$ cat config.mk
export PLATFORM = sky130hd
export DESIGN_NAME = reg_file_sb
export DESIGN_NICKNAME = d
export VERILOG_FILES = /design/src/rtl/reg_file_sb.sv
export SDC_FILE = /design/constraint.sdc
export NUM_CORES = 2
export LEC_CHECK = 0
export CORE_ASPECT_RATIO = 0.9
export CORE_MARGIN = 2
export CORE_UTILIZATION = 54
export CTS_CLUSTER_DIAMETER = 150
export DETAILED_ROUTE_END_ITERATION = 10
export HOLD_SLACK_MARGIN = 0.06
export PLACE_DENSITY = 0.71
export SLEW_MARGIN = 20
export SYNTH_ARGS = -nofsm -noshare
export SYNTH_HDL_FRONTEND = slang
export SYNTH_SLANG_ARGS = --single-unit
export TNS_END_PERCENT = 50
$ cat constraint.sdc
create_clock -name clk_in -period 2.48 [get_ports clk_in]
set_input_delay 0.496 -clock clk_in [delete_from_list [all_inputs] [get_ports clk_in]]
set_output_delay 0.496 -clock clk_in [all_outputs]
set_load 0.005 [all_outputs]
$ cat src/rtl/reg_file_sb.sv
// Register file with registered 2-read/1-write ports and a pending-write scoreboard.
// Define REG_FILE_BYPASS_EN to let a same-cycle writeback release a busy source.
module reg_file_sb #(
  parameter int XLEN     = 32,
  parameter int ADDR_W   = 5,
  parameter bit ZERO_REG = 1'b1,
  localparam int NREGS   = 2 ** ADDR_W
) (
  input  logic              clk_in,
  input  logic              rst_in,
  input  logic              rd_req_in,
  input  logic [ADDR_W-1:0] rs1_addr_in,
  input  logic [ADDR_W-1:0] rs2_addr_in,
  output logic              rd_stall_out,
  output logic [XLEN-1:0]   rs1_out,
  output logic [XLEN-1:0]   rs2_out,
  output logic              rd_valid_out,
  input  logic              issue_en_in,
  input  logic [ADDR_W-1:0] issue_addr_in,
  input  logic              wr_en_in,
  input  logic [ADDR_W-1:0] rd_addr_in,
  input  logic [XLEN-1:0]   rd_data,
  output logic [NREGS-1:0]  busy_out
);

  logic [XLEN-1:0]  mem [NREGS];
  logic [NREGS-1:0] busy;
  logic [NREGS-1:0] busy_next;
  logic             wr_eff;
  logic             issue_eff;
  logic             wr_hit1;
  logic             wr_hit2;
  logic             hz1;
  logic             hz2;
  logic             accept;
  logic [XLEN-1:0]  rs1_next;
  logic [XLEN-1:0]  rs2_next;

  // Register 0 is hard-wired when ZERO_REG is set: writes and issues to it vanish.
  assign wr_eff    = wr_en_in && !(ZERO_REG && (rd_addr_in == '0));
  assign issue_eff = issue_en_in && !(ZERO_REG && (issue_addr_in == '0));

  assign wr_hit1 = wr_eff && (rd_addr_in == rs1_addr_in);
  assign wr_hit2 = wr_eff && (rd_addr_in == rs2_addr_in);

`ifdef REG_FILE_BYPASS_EN
  assign hz1 = busy[rs1_addr_in] && !wr_hit1;
  assign hz2 = busy[rs2_addr_in] && !wr_hit2;
`else
  assign hz1 = busy[rs1_addr_in];
  assign hz2 = busy[rs2_addr_in];
`endif

  // Read handshake: a request is accepted in a cycle where rd_req_in=1 and
  // rd_stall_out=0; the operands then appear on rs1_out/rs2_out together with
  // rd_valid_out=1 in the following cycle. While stalled, the requester holds
  // rd_req_in and both addresses stable.
  assign rd_stall_out = rd_req_in && (hz1 || hz2);
  assign accept       = rd_req_in && !rd_stall_out;

  // Write-first operand selection; register 0 overrides everything.
  always_comb begin
    rs1_next = mem[rs1_addr_in];
    if (wr_hit1) rs1_next = rd_data;
    if (ZERO_REG && (rs1_addr_in == '0)) rs1_next = '0;
  end

  always_comb begin
    rs2_next = mem[rs2_addr_in];
    if (wr_hit2) rs2_next = rd_data;
    if (ZERO_REG && (rs2_addr_in == '0)) rs2_next = '0;
  end

  // The new producer wins when issue and writeback hit the same register.
  always_comb begin
    busy_next = busy;
    if (wr_eff)    busy_next[rd_addr_in]    = 1'b0;
    if (issue_eff) busy_next[issue_addr_in] = 1'b1;
  end

  always_ff @(posedge clk_in or negedge rst_in) begin
    if (!rst_in) begin
      for (int i = 0; i < NREGS; i++) mem[i] <= '0;
    end else if (wr_eff) begin
      mem[rd_addr_in] <= rd_data;
    end
  end

  always_ff @(posedge clk_in or negedge rst_in) begin
    if (!rst_in) busy <= '0;
    else         busy <= busy_next;
  end

  always_ff @(posedge clk_in or negedge rst_in) begin
    if (!rst_in) begin
      rs1_out      <= '0;
      rs2_out      <= '0;
      rd_valid_out <= 1'b0;
    end else begin
      rd_valid_out <= accept;
      if (accept) begin
        rs1_out <= rs1_next;
        rs2_out <= rs2_next;
      end
    end
  end

  assign busy_out = busy;

endmodule

## After elaboration in Yosys (flattened, before gate mapping)

Cells that the tools add are included.

| word-level totals | value |
|---|---|
| output and inout bits | 98 |
| flip-flop bits (word level) | 1121 |
| input port bits | 57 |
| logic and storage cells | 94 |

| cells by class | value |
|---|---|
| bitwise logic cells | 6 |
| multiplexer cells | 23 |
| equal/unequal tests | 2 |
| $lt $le $gt $ge | 10 |
| reductions and logical operators | 17 |

Operators with widths:

| kind | count |
|---|---|
| $bwmux 1024 | 1 |
| $mux 32 | 11 |
| $bmux 32 s5 | 2 |
| $demux 32 s5 | 1 |
| $and 32x32->32 | 1 |
| $not 32->32 | 1 |
| $or 32x32->32 | 1 |
| $lt 5x6->1 const B | 4 |
| $logic_not 5->1 | 4 |
| $ge 6x6->1 const B | 3 |
| $not 5->6 | 3 |
| $bmux 1 s5 | 2 |
| $demux 1 s5 | 2 |
| $eq 5x5->1 | 2 |
| $ge 5x1->1 const B | 2 |
| $logic_and 1x1->1 | 9 |
| $lt 6x1->1 const B | 1 |
| $mux 1 | 4 |
| $logic_not 1->1 | 3 |
| $logic_or 1x1->1 | 1 |

## Longest topological paths before layout

| depth | value |
|---|---|
| word-level depth | 9 |
| depth in mapped cells | 12 |
| mapped depth without buffers | 6 |

## Worst setup path before layout

OpenSTA, ideal clock, no wires.

| timing path | value |
|---|---|
| path type | input port to flip-flop |
| from | input rs2_addr_in[0] |
| to | register rs1_out[12] |
| cell stages on the path | 7 |
| arrival | 2.266 ns |
| required time | 2.355 ns |
| path slack | 0.089 ns |
| path buffers | 2 |
| setup time | 0.125 ns |
| cells stage by stage | buf_6 > mux4_2 > o2111ai_1 > and4_1 > and3_4 > buf_6 > mux2_2 |

| on the way | value |
|---|---|
| cells in the longest elaborated chain, start to end | 6 |

Ends and longest elaborated chain:

| item | line | RTL |
|---|---|---|
| start: declaration | 13 | `input logic [ADDR_W-1:0] rs2_addr_in,` |
| $bmux 1 s5 | 51 | `assign hz2 = busy[rs2_addr_in];` |
| $mux 1 (implied by the code) | 51 |  |
| $logic_or 1x1->1 | 58 | `assign rd_stall_out = rd_req_in && (hz1 \|\| hz2);` |
| $logic_and 1x1->1 | 58 |  |
| $logic_not 1->1 | 59 | `assign accept = rd_req_in && !rd_stall_out;` |
| $logic_and 1x1->1 | 59 |  |
| end signal: assignment | 102 | `rs1_out <= rs1_next;` |
| end: declaration | 15 | `output logic [XLEN-1:0] rs1_out,` |

No other way between the ends. The select of a mux whose other input is x is not followed.
A chain may end at the register's enable or synchronous reset.

## Final worst setup path

| timing path | value |
|---|---|
| from | register busy[1] (netlist: busy_out[1]) |
| to | output rd_stall_out |

| on the way | value |
|---|---|
| cells in the longest elaborated chain, start to end | 4 |
| elaborated cells between the ends (all ways) | 6 |
| those cells by class | 4 x mux; 2 x reduce/logical |

Ends and longest elaborated chain:

| item | line | RTL |
|---|---|---|
| start: declaration | 27 | `logic [NREGS-1:0] busy;` |
| start signal: assignment | 91 | `else busy <= busy_next;` |
| $bmux 1 s5 (on tied branches) | 50, 51 |  |
| $mux 1 (on tied branches) | 50, 51 |  |
| $logic_or 1x1->1 (*) | 58 |  |
| $logic_and 1x1->1 (*) | 58 |  |
| end: declaration | 14 | `output logic rd_stall_out,` |

Every way passes the cells marked *; elsewhere a longest branch is shown, timed or not. The select of a mux whose other input is x is not followed.

==> results.json <==
{
  "result_of_the_run": "finished, violations left",
  "violations_in_the_final_reports": "DRC, setup timing",
  "final-setup-viol-count": 66,
  "synth.top_cells.by_area": "dfrtp_1 (46%), mux2_2 (19%), mux4_2 (11%)",
  "dp_cells": 6207,
  "slew_hr_pct": 37.2,
  "leakagePower_nw": 31.8,
  "netlist-cell-type-count": 72,
  "timing.max_cap.violations": 0,
  "vias_per_cell": 7.00,
  "postSynth.asyncResetShare_pct": 100,
  "layout_setup_ws_ps": -510,
  "rows": 116,
  "dr.pass1.iters": 11,
  "syn_area_per_cell_um2": 13.3,
  "reg2reg_setup_slack_ps": -210,
  "syn_nets": 4597,
  "comb_power_share_pct": 23.5,
  "clockBufferDepth": 3,
  "hold_violation_count_in_the_final_report": 0,
  "cpLargestDelayFamily": "multiplexers",
  "grt_use_met2_pct": 55.6,
  "grt_start_max_net_pins": 80,
  "all_layer_global_routing_usage_pct": 37.7,
  "grt_pass1_vias": 45426,
  "synth_area_um2": 60600,
  "final_core_utilization_pct": 64.5,
  "die_x_um": 357,
  "min_period_ps": 2990,
  "gp_congestion": 0.916,
  "power_switching_share_pct": 29.1,
  "most_used_standard_cells_in_the_synthesized_netlist": "dfrtp_1 (1121), mux2_2 (1021), mux2i_1 (439), mux4_2 (302), clkbuf_1 (294)",
  "number_of_h_tree_branching_levels": 3,
  "criticalPathCategory": "flop to output port",
  "cp_endpoint_kind": "output port",
  "netlist.top_cell.by_area": "dfrtp_1",
  "worstPathArrival_ps": 2490,
  "hpwlAfterDp_um": 138000,
  "critical_path_buf_inv_count": 1,
  "crit_path_cell_trace": "mux4_2, nand2_1, a21oi_1, nor3_4, a21boi_4, buf_2",
  "design.final.nets": 4924,
  "drtAntennaViolNets": 0,
  "wl_per_cell_um": 33.6,
  "worst_reg_to_reg_cells": 11,
  "ys.flop_type": "dfrtp_1",
  "dr.first_iter.drc_count": 5671,
  "design.core.area_um2": 111000,
  "report.final.slew_viol_count": 0,
  "antenna_found_initial": 9,
  "grt-ovfl-total": 0,
  "irDropWorstVdd_uv": 600,
  "fmaxAchievable_ghz": 0.334,
  "ys.warnings.count": 0,
  "worstMarginPinSlew_ps": 941,
  "power.internal_mw": 40.1,
  "area_added_between_synthesis_and_finish_pct": 18.6,
  "power_switching_mw": 16.4,
  "cts.sinks": 1121,
  "filler_cell_count": 8246,
  "number_of_synthesized_flops_with_an_enable_pin": 0,
  "clkLatencyLatePin_ps": 730,
  "post-place-ws_ps": -897,
  "seq_power_share_pct": 44.4,
  "numPortBuffers": 154,
  "synth-seq-cells": 1121,
  "highest_delay_cell_along_the_critical_path": "mux4_2",
  "sequential_cell_area_um2": 28100,
  "floorplan.die_area_um2": 115000,
  "largest_driver_fanout_on_the_critical_path": 3,
  "via_count": 45056,
  "drc": 20,
  "cts_buffers": 116,
  "finalCritPeriodShare_pct": 121,
  "synth_cells": 4540,
  "finalNonFillerCells": 6438,
  "fin_worst_skew_ps": 23.6,
  "gr-usage-met3_pct": 10.0,
  "grt_setup_unrepaired": "yes",
  "synthDominantCellAreaShare_pct": 46.3,
  "rr_startpoint": "busy_out[1]",
  "critical_path.max_stage_delay_ps": 480,
  "postRouteWirelength_um": 216000,
  "synth_seq_area_share_pct": 46.3,
  "critical_path.reg2reg.endpoint": "rs1_out[8]",
  "timing.critical_path.from_type": "flop",
  "grt_first_pass_wirelength_um": 316000,
  "initial_utilization_pct": 54.4,
  "multiInputGateArea_um2": 30100,
  "p_total_mw": 56.5,
  "grt_most_used_layer": "met2",
  "clock_tree_from_tritoncts": "yes",
  "pwr_density_cell_nw_per_um2": 787,
  "yosys.cell_count.top_type": "dfrtp_1",
  "clk_root_buffer_cell": "clkbuf_16",
  "min_path_type": "primary input to asynchronous set/reset pin",
  "grt_util_met1_pct": 51.6,
  "clk_transition_reported_paths_ps": 60,
  "io-pin-count": 155,
  "critical_path_rt_ps": 1980,
  "fp.dieH_um": 322,
  "clockPowerShare_pct": 32.1,
  "setup-tns-final_ps": -8890,
  "layout-drive-gt1-share_pct": 43.9
}
-- cell families after synthesis --
logic type	Yosys count	share of synthesized area, %
DFF	1121	46.3
AOI/OAI and AO/OA	600	7.43
xor gates and xnor gates	10	0.145
muxes	1764	37.5
and+or+nand+nor	482	3.79
buffers and inverters	563	4.84
-- stage by stage --
stage,instance area (µm²),hold WS [ps]
2_1_floorplan,60600,200
3_3_place_gp,67300,376
3_5_place_dp,67300,382
4_1_cts,71500,269
5_1_grt,71900,304
6_report,71900,298
-- power groups by stage --
stage / Clock, mW / Sequential [mW] / Combinational, mW
finish: 18.1 / 25.1 / 13.3
global route: 19.0 / 25.5 / 14.1
CTS: 18.2 / 24.9 / 12.9
detailed placement: 0 / 25.2 / 12.6
global placement: 0 / 25.0 / 12.3
floorplan: 0 / 24.1 / 8.16
-- worst reg2reg max path, cell delays in order (launching register included) --
cell and delay, ps:
dfrtp_1 460, mux4_2 480, nand2_1 110, a21oi_1 110
nor3_4 310, buf_4 170, buf_6 90, and3_4 250
buf_12 150, buf_12 130, buf_12 160, mux2i_1 210
-- state kept, by name, summed over array words and instances (netlist names) --
name	flops
rs2_out	32
busy_out	32
mem	1024
rs1_out	32
rd_valid_out	1
-- area by class of cell --
cell class | count | area share, %
Timing Repair Buffer | 707 | 10.7
Antenna cell | 4 | 0.0139
Tap cell | 1475 | 2.57
Inverter | 65 | 0.343
Clock inverter | 41 | 0.656
Sequential cell | 1121 | 39.0
Multi-Input combinational cell | 2856 | 41.9
Clock buffer | 169 | 4.80
-- per-layer routing --
layer  share of wire, %  wire (µm)  vias to the layer above
met5              0.027         58                        -
li1                   -          -                    17932
met2                 43      93500                     2901
met1                 38      82700                    23417
met3                 12      25800                      800
met4                6.5      14000                        6
-- worst max-delay path by stage --
stage	slack, ps	from	cells past startpoint	endpoint
after global placement	-950	rs2_addr_in[1]	8	rd_stall_out
after CTS	-520	busy_out[25]	6	rd_stall_out
after global routing	-540	busy_out[16]	6	rd_stall_out
after detailed placement	-900	rs2_addr_in[1]	8	rd_stall_out
final	-510	busy_out[1]	6	rd_stall_out
after floorplan	90	rs2_addr_in[0]	7	rs1_out[12]
-- timing repair --
action                                  CTS  global route
gates cloned                              3             4
pin swaps                                15            11
hold endpoints to repair                140             0
hold buffers                              1             0
endpoints found under the setup margin    4            67
buffers inserted                          3            10
resized for setup                        23            43
-- layout by cell type (no fill, tap or decap), types with 16 or more instances in the layout --
cell type / Yosys / final
o221ai_1: 21 / 21
clkbuf_16: 0 / 124
nor2_1: 101 / 84
o22ai_1: 68 / 62
mux4_2: 302 / 302
o2111ai_1: 29 / 29
mux2i_1: 439 / 439
nand2_1: 158 / 147
clkdlybuf4s50_1: 0 / 141
o32ai_2: 9 / 19
a221o_1: 28 / 28
clkbuf_1: 294 / 23
buf_12: 5 / 142
and3_1: 16 / 16
a22oi_1: 37 / 37
o211ai_1: 36 / 36
a221oi_1: 90 / 90
nor3_1: 60 / 56
clkbuf_8: 0 / 26
nor2_4: 0 / 18
buf_4: 36 / 396
o21ai_0: 95 / 95
a211oi_1: 19 / 18
nand3_1: 42 / 41
dfrtp_1: 1121 / 1121
clkinv_2: 0 / 28
a21oi_1: 55 / 55
mux2_2: 1021 / 1013
nand2b_1: 31 / 30
inv_1: 62 / 61
No activity file was read; power rests on OpenSTA's default activity.
